### src/rtl/reset_seq_pkg.sv
// Shared types for the reset sequencer.
//   seq_state_e : sequencer FSM states (hold, staged release, run)
//   rst_cause_e : encoding of rst_cause (00 is never produced)
//   max3        : helper for sizing counters from several cycle counts
package reset_seq_pkg;

  typedef enum logic [1:0] {
    StHold    = 2'd0,
    StRelease = 2'd1,
    StRun     = 2'd2
  } seq_state_e;

  typedef enum logic [1:0] {
    CAUSE_POR  = 2'b01,
    CAUSE_SW   = 2'b10,
    CAUSE_WDOG = 2'b11
  } rst_cause_e;

  function automatic int unsigned max3(input int unsigned a, input int unsigned b,
                                       input int unsigned c);
    int unsigned m;
    m = (a > b) ? a : b;
    return (m > c) ? m : c;
  endfunction

endpackage

### src/rtl/reset_sync.sv
// Two-flop reset synchronizer: asynchronous assert, synchronous deassert.
// Usable by any block needing a clean local reset from a board-level reset.
// Ports:
//   clk         : clock
//   async_rst_n : asynchronous active-low reset in
//   sync_rst_n  : active-low reset out; drops immediately, rises on the 2nd edge after release
module reset_sync (
  input  logic clk,
  input  logic async_rst_n,
  output logic sync_rst_n
);

  logic meta_q;
  logic sync_q;

  always_ff @(posedge clk or negedge async_rst_n) begin
    if (!async_rst_n) begin
      meta_q <= 1'b0;
      sync_q <= 1'b0;
    end else begin
      meta_q <= 1'b1;
      sync_q <= meta_q;
    end
  end

  assign sync_rst_n = sync_q;

endmodule

### src/rtl/reset_sequencer.sv
// Reset sequencer: asserts NUM_OUT synchronous active-high reset lines together, holds them
// HOLD_CYCLES, then releases them one every GAP_CYCLES in index order (bit 0 first).
// A sequence is started by power-on (async_rst_n), a software request in RUN, or, when
// built with RSTSEQ_WDOG_EN defined, a watchdog timeout in RUN.
// Ports:
//   clk         : clock, rising edge
//   async_rst_n : board reset, asynchronous active-low
//   sw_rst_req  : software reset request (pulse or level, honoured only in RUN)
//   wdog_kick   : watchdog service strobe (unused without RSTSEQ_WDOG_EN)
//   rst_out     : sequenced synchronous resets, active-high
//   rst_busy    : any rst_out bit asserted
//   rst_done    : one-cycle pulse in the cycle after the last release
//   rst_cause   : cause of the latest sequence (01 POR, 10 SW, 11 WDOG)
module reset_sequencer
  import reset_seq_pkg::*;
#(
  parameter int unsigned NUM_OUT     = 4,
  parameter int unsigned HOLD_CYCLES = 16,
  parameter int unsigned GAP_CYCLES  = 8,
  parameter int unsigned WDOG_CYCLES = 1024
) (
  input  logic               clk,
  input  logic               async_rst_n,
  input  logic               sw_rst_req,
  input  logic               wdog_kick,
  output logic [NUM_OUT-1:0] rst_out,
  output logic               rst_busy,
  output logic               rst_done,
  output logic [1:0]         rst_cause
);

  localparam int unsigned CntW = $clog2(max3(HOLD_CYCLES, GAP_CYCLES, WDOG_CYCLES)) + 1;
  localparam int unsigned IdxW = (NUM_OUT > 1) ? $clog2(NUM_OUT) : 1;

  localparam logic [CntW-1:0] HoldLast = CntW'(HOLD_CYCLES - 1);
  localparam logic [CntW-1:0] GapLast  = CntW'(GAP_CYCLES - 1);
  localparam logic [IdxW-1:0] IdxLast  = IdxW'(NUM_OUT - 1);

  logic arst_sync_n;

  reset_sync u_reset_sync (
    .clk         (clk),
    .async_rst_n (async_rst_n),
    .sync_rst_n  (arst_sync_n)
  );

  seq_state_e         state_q, state_d;
  logic [CntW-1:0]    cnt_q, cnt_d;
  logic [IdxW-1:0]    idx_q, idx_d;
  logic [NUM_OUT-1:0] rst_out_q, rst_out_d;
  logic               done_q, done_d;
  rst_cause_e         cause_q, cause_d;
  logic               wdog_timeout;

`ifdef RSTSEQ_WDOG_EN
  // The sequence must start on the edge where the counter would reach WDOG_CYCLES-1,
  // so fire while it still holds WDOG_CYCLES-2.
  localparam logic [CntW-1:0] WdogFire = CntW'(WDOG_CYCLES - 2);

  logic [CntW-1:0] wdog_cnt_q, wdog_cnt_d;

  always_comb begin
    wdog_timeout = (state_q == StRun) && !wdog_kick && (wdog_cnt_q == WdogFire);
    wdog_cnt_d   = '0;
    // Clears on kick and whenever RUN is being left (sw request or timeout).
    if ((state_q == StRun) && !wdog_kick && !sw_rst_req && !wdog_timeout) begin
      wdog_cnt_d = wdog_cnt_q + 1'b1;
    end
  end

  always_ff @(posedge clk or negedge arst_sync_n) begin
    if (!arst_sync_n) begin
      wdog_cnt_q <= '0;
    end else begin
      wdog_cnt_q <= wdog_cnt_d;
    end
  end
`else
  logic unused_wdog_kick;
  assign unused_wdog_kick = wdog_kick;
  assign wdog_timeout     = 1'b0;
`endif

  always_comb begin
    state_d   = state_q;
    cnt_d     = cnt_q;
    idx_d     = idx_q;
    rst_out_d = rst_out_q;
    cause_d   = cause_q;
    done_d    = 1'b0;

    unique case (state_q)
      StHold: begin
        rst_out_d = '1;
        if (cnt_q == HoldLast) begin
          state_d = StRelease;
          cnt_d   = '0;
          idx_d   = '0;
        end else begin
          cnt_d = cnt_q + 1'b1;
        end
      end

      StRelease: begin
        if (cnt_q == GapLast) begin
          rst_out_d[idx_q] = 1'b0;
          cnt_d            = '0;
          idx_d            = idx_q + 1'b1;
          if (idx_q == IdxLast) begin
            state_d   = StRun;
            rst_out_d = '0;
            idx_d     = '0;
            done_d    = 1'b1;
          end
        end else begin
          cnt_d = cnt_q + 1'b1;
        end
      end

      StRun: begin
        rst_out_d = '0;
        // Software request takes priority when both land on the same edge.
        if (sw_rst_req || wdog_timeout) begin
          state_d   = StHold;
          cnt_d     = '0;
          idx_d     = '0;
          rst_out_d = '1;
          cause_d   = sw_rst_req ? CAUSE_SW : CAUSE_WDOG;
        end
      end

      default: begin
        state_d   = StHold;
        cnt_d     = '0;
        idx_d     = '0;
        rst_out_d = '1;
      end
    endcase
  end

  // arst_sync_n already drops asynchronously with async_rst_n, so it alone resets the FSM.
  always_ff @(posedge clk or negedge arst_sync_n) begin
    if (!arst_sync_n) begin
      state_q   <= StHold;
      cnt_q     <= '0;
      idx_q     <= '0;
      rst_out_q <= '1;
      done_q    <= 1'b0;
      cause_q   <= CAUSE_POR;
    end else begin
      state_q   <= state_d;
      cnt_q     <= cnt_d;
      idx_q     <= idx_d;
      rst_out_q <= rst_out_d;
      done_q    <= done_d;
      cause_q   <= cause_d;
    end
  end

  assign rst_out   = rst_out_q;
  assign rst_busy  = |rst_out_q;
  assign rst_done  = done_q;
  assign rst_cause = cause_q;

endmodule

### config.mk
export PLATFORM = sky130hd
export DESIGN_NAME = reset_sequencer
export DESIGN_NICKNAME = d
export VERILOG_FILES = /design/src/rtl/reset_seq_pkg.sv /design/src/rtl/reset_sync.sv /design/src/rtl/reset_sequencer.sv
export SDC_FILE = /design/constraint.sdc
export NUM_CORES = 1
export LEC_CHECK = 0
export CELL_PAD_IN_SITES_DETAIL_PLACEMENT = 1
export CELL_PAD_IN_SITES_GLOBAL_PLACEMENT = 1
export CORE_MARGIN = 5
export CORE_UTILIZATION = 47
export DETAILED_ROUTE_END_ITERATION = 10
export PLACE_DENSITY_LB_ADDON = 0.1
export SYNTH_ARGS = -nofsm -noshare
export SYNTH_HDL_FRONTEND = slang
export SYNTH_SLANG_ARGS = --single-unit
### constraint.sdc
create_clock -name clk -period 2.2 [get_ports clk]
set_input_delay 0.44 -clock clk [delete_from_list [all_inputs] [get_ports clk]]
set_output_delay 0.44 -clock clk [all_outputs]
set_load 0.03 [all_outputs]
# --- After elaboration in Yosys (flattened, before gate mapping) ---
# Index checks and enable logic that the tools add are counted.
word_totals:
  reg_bits: 24
  output_inout_bits: 8
  input_bits: 4
  word_cells: 51
classes:
  order_cmp: 2
  eq_ne: 9
  n_bitwise: 2
  reduce_logical: 6
  addsub: 2
  mux: 22
ops:
  columns: ["operator", "count"]
  rows:
  - ["$mux 11", 3]
  - ["$pmux 11 s3", 1]
  - ["$mux 2", 7]
  - ["$mux 4", 3]
  - ["$pmux 2 s3", 2]
  - ["$add 11x1->11 const B", 1]
  - ["$eq 11x3->1 const B", 1]
  - ["$eq 11x4->1 const B", 1]
  - ["$ne 2x2->1 const B", 4]
  - ["$pmux 4 s2", 1]
  - ["$and 4x4->4", 1]
  - ["$eq 2x2->1 const B", 2]
  - ["$mux 1", 4]
  - ["$not 4->4", 1]
  - ["$reduce_and 4->1", 1]
  - ["$reduce_or 4->1", 1]
  - ["$lt 2x3->1 const B", 1]
  - ["$reduce_and 3->1", 1]
  - ["$add 2x1->2 const B", 1]
  - ["$demux 1 s2", 1]
  - ["$eq 2x1->1 const B", 1]
  - ["$ge 2x1->1 const B", 1]
  - ["$logic_not 2->1", 1]
  - ["$reduce_and 2->1", 1]
  - ["$logic_and 1x1->1", 1]

# --- Depth between registers and ports, before layout ---
logic_depth:
  word_depth: 9
  depth_mapped: 7
  mapped_depth_nobuf: 6

# --- Hierarchy ---
# Synthesis repeated with hierarchy kept, for this count alone.
hier_totals:
  hier_cells: 130
  area_unflattened_um2: 1333.8
by_module_without_submodules:
  columns: ["mod", "cells_each", "instances", "area_each_um2", "seq_area_each_um2"]
  rows:
  - ["reset_sequencer", 127, 1, 1280.0, 556.8]
  - ["reset_sync", 3, 1, 53.8, 50.0]

# --- Least setup slack after synthesis ---
# No wires, ideal clock.
synth_path:
  kind: "reg2reg"
  startpoint: "register cnt_q[7]"
  endpoint: "register rst_out_q[3] (netlist: rst_out[3])"
  required_ns: 2.122
  n_path_buf: 0
  path_stages_with_launch: 5
  synth_period_minus_slack_ns: 1.828
  slack_ns: 0.372
  arrival_ns: 1.749
  setup_time_ns: 0.078
  path_cell_list: "dfrtp_1 -> or4_4 -> nor4_4 -> nand2_1 -> a31o_1"
synth_via:
  elab_chain_len: 2
synth_lines:
  columns: ["element", "line_no", "rtl"]
  rows:
  - ["start: declaration", "reset_sequencer.sv:48", "logic [CntW-1:0] cnt_q, cnt_d;"]
  - ["start signal: assignment", "reset_sequencer.sv:152", "cnt_q <= cnt_d;"]
  - ["$eq 11x3->1", "reset_sequencer.sv:105", "if (cnt_q == GapLast) begin"]
  - ["$ne 2x2->1 (no line)", null, null]
  - ["end signal: assignment", "reset_sequencer.sv:154", "rst_out_q <= rst_out_d;"]
  - ["end: declaration", "reset_sequencer.sv:50", "logic [NUM_OUT-1:0] rst_out_q, rst_out_d;"]
# Every way passes these cells.
# A chain may end at the register's enable or synchronous reset.

# --- Final worst setup path ---
layout_path:
  startpoint: "register cnt_q[7]"
  endpoint: "register rst_out_q[0] (netlist: rst_out[0])"
# Same word-level chain as after synthesis.

==> metrics.md <==
| Metric | Value |
|---|---|
| Setup Viol. Count Final | `0` |
| Global route hottest layer | `met2` |
| Synth area leaders | `dfrtp_1 37%, dfstp_2 10%, ha_1 6.7%` |
| # placed instances | `167` |
| DRC | `0` |
| TritonCTS Buffers | `3` |
| Synth Cell Area | `0.001302 mm²` |
| Post-synth ARST share | `100.0%` |
| Area leader, netlist | `dfrtp_1` |
| Routed len/inst | `16.56 µm` |
| Placement Setup Slack | `0.1835 ns` |
| Synth unique cells | `37` |
| Met2 Use GR | `26.68%` |
| Fin util | `53.97%` |
| Ports | `12` |
| Worst hold path type | `input pin to asynchronous set/reset pin` |
| Final Max Slew Viols | `0` |
| Synthesized instance count | `129` |
| GR Util All Layers | `16.00%` |
| Root buf cell | `clkbuf_4` |
| TritonRoute pass-1 iters | `4` |
| Post-synth EDFFs | `0` |
| Clock Pin Slew Worst Setup and Hold Paths | `0.13 ns` |
| Critical Path End Type | `flip-flop` |
| Vias in the first global route | `1071` |
| Mapped Nets | `140` |
| I/O Buffers | `10` |
| First-pass GRT wire length | `5119 µm` |
| Core area | `0.002710 mm²` |
| Static leakage power | `0.5891 nW` |
| Initial Utilization | `48.06%` |
| Fin crit period | `2.037 ns` |
| Setup slack after layout | `0.1626 ns` |
| Worst skew pair latency | `0.31 ns` |
| Post-CTS resize count | `1` |
| Avg Vias per Cell | `5.702` |
| Top_reg_cell synth | `dfrtp_1` |
| Largest net degree at the start of global routing | `23` |
| Post-route ant nets | `0` |
| Hold Violations, Final | `0` |
| Routability-driven placement congestion ratio | `0.7564` |
| Row count | `19` |
| Final Cycle Share | `92.61%` |
| CP Buf/Inv Count | `0` |
| Nets | `152` |
| CP top delay family | `simple AND/OR/NAND/NOR gates` |
| CP Cell Sequence | `or4_4 > nor4_4 > a2bb2oi_2 > a31o_1` |
| Sequential fraction of the synthesis area | `46.59%` |
| Yosys warning count | `0` |
| WP data required | `2.46 ns` |
| Die footprint | `0.003924 mm²` |
| Share of layout cells above drive strength 1 | `11.43%` |
| Area Overhead vs Synth | `12.30%` |
| Die Y | `62.64 µm` |
| Crit path DAT | `2.30 ns` |
| Setup Fix Bufs, Post-CTS | `0` |
| Worst-margin pin slew | `0.9260 ns` |
| Non-Filler Instances | `171` |
| Synthesized area per cell | `10.10 µm²` |
| Die width | `62.64 µm` |
| Slew headroom | `38.27%` |
| Met1 Track Usage GR | `20.54%` |
| CP peak stage delay | `0.61 ns` |
| TritonCTS clock tree | `built` |
| Met3 usage | `2.878%` |
| Clk_skew | `0.003962 ns` |
| Worst Setup Start Kind | `flip-flop` |
| Maxcap violations | `0` |
| Clk sinks | `24` |
| VDD IR-drop max | `0.0006733 V` |
| P per Cell Area | `1064 mW/mm²` |
| Fill cells | `306` |
| Yosys top cell area share | `36.50%` |
| CP max stage cell | `or4_4` |
| Setup TNS | `0 ns` |
| #FFs+latches synth | `24` |
| Antenna Cells | `0` |
| CTS Buffer Depth | `2` |
| DP HPWL | `2095 µm` |
| Crit Path Class | `flip-flop to flip-flop` |
| DR vias | `975` |
| Status | `finished clean` |
| GRT overflow | `0` |
| Cts hold-fix bufs | `0` |
| Unrepaired setup endpoints after global routing | `no` |
| Initial antenna violation count | `0` |
| Routed WL | `2831 µm` |
| H-tree depth | `1` |
| Drt initial violations | `14` |
| Crit-path max FO | `7` |
| Fmax | `490.8 MHz` |
==> cells in the final DEF, fill, tap and decap left out, drive strengths merged, types with 2 or more instances in the layout <==
cell,count
xnor2,7
nand4,2
dfrtp,19
clkbuf,4
inv,7
nor4,6
a31o,4
nand3,6
clkdlybuf4s50,9
a21oi,2
nand2,13
or4,2
dfstp,5
or3,2
nand2b,3
o21ai,9
nor2,14
nor3,2
ha,7
==> per-stage QoR <==
stage | area, µm² | power, mW | hold WS (ns)
after floorplan | 1303 | 1.143 | 0.1444
after global placement | 1428 | 1.312 | 0.3394
after detailed placement | 1428 | 1.335 | 0.3470
after CTS | 1463 | 1.576 | 0.2520
after global routing | 1463 | 1.683 | 0.2344
final | 1463 | 1.556 | 0.2661
==> state kept, by name, summed over array words and instances (netlist names) <==
name / cells
rst_out: 4
cnt_q: 11
rst_done: 1
u_reset_sync.sync_rst_n: 1
idx_q: 2
rst_cause: 2
state_q: 2
u_reset_sync.meta_q: 1
==> path summary, 6_finish.rpt <==
path	startpoint	endpoint	slack, ns	cells past startpoint
max	cnt_q[7]	rst_out[0]	0.16	4
min in group clk	u_reset_sync.meta_q	u_reset_sync.sync_rst_n	0.38	0
min reg2reg	u_reset_sync.meta_q	u_reset_sync.sync_rst_n	0.38	0
max in group asynchronous	u_reset_sync.sync_rst_n	idx_q[0]	1.25	0
max reg2reg	cnt_q[7]	rst_out[0]	0.16	4
min	async_rst_n	u_reset_sync.sync_rst_n	0.27	1
==> kinds of logic after synthesis <==
group / Yosys count / share of synthesized area [%]
xor gates and xnor gates: 7 / 4.707
buffers and inverters: 11 / 3.651
adders and majority gates: 7 / 6.724
and+or+nand+nor: 54 / 22.00
muxes: 1 / 0.7685
DFF: 24 / 46.59
AOI/OAI and AO/OA: 24 / 15.27
other: 1 / 0.2879
==> worst reg2reg max path, stage by stage, from the launching register on <==
cell and delay, ns:
dfrtp_1 0.47, or4_4 0.61, nor4_4 0.49, a2bb2oi_2 0.28
a31o_1 0.14
==> per-layer routing <==
layer | vias to the layer above | share of wire [%]
met5 | - | 0
met4 | 0 | 0.71
met3 | 2 | 2.8
met2 | 11 | 49
met1 | 483 | 48
li1 | 479 | -
==> synth_stat cells, drive strengths merged (3+ instances only) <==
master and number:
a31o 4, nor2 14, o21ai 9, xnor2 7
dfrtp 19, ha 7, nor4 6, nand2 13
dfstp 5, nand2b 3, inv 7, clkbuf 3
nand3 6
==> final cells by class <==
| class | count | area, µm² | share of cell area, % |
|---|---|---|---|
| Multi-Input combinational cell | 94 | 648.1 | 44.31 |
| Sequential cell | 24 | 606.8 | 41.49 |
| Clock buffer | 4 | 36.28 | 2.481 |
| Tap cell | 31 | 38.79 | 2.652 |
| Inverter | 7 | 26.28 | 1.796 |
| Timing Repair Buffer | 11 | 106.4 | 7.271 |
==> power by group <==
| part | internal [mW] | total [mW] | switching, mW |
|---|---|---|---|
| Clock | 0.101 | 0.236 | 0.135 |
| Sequential | 0.564 | 0.666 | 0.102 |
| Combinational | 0.261 | 0.654 | 0.393 |
| Total | 0.926 | 1.56 | 0.630 |
No activity file was read; power rests on OpenSTA's default activity.
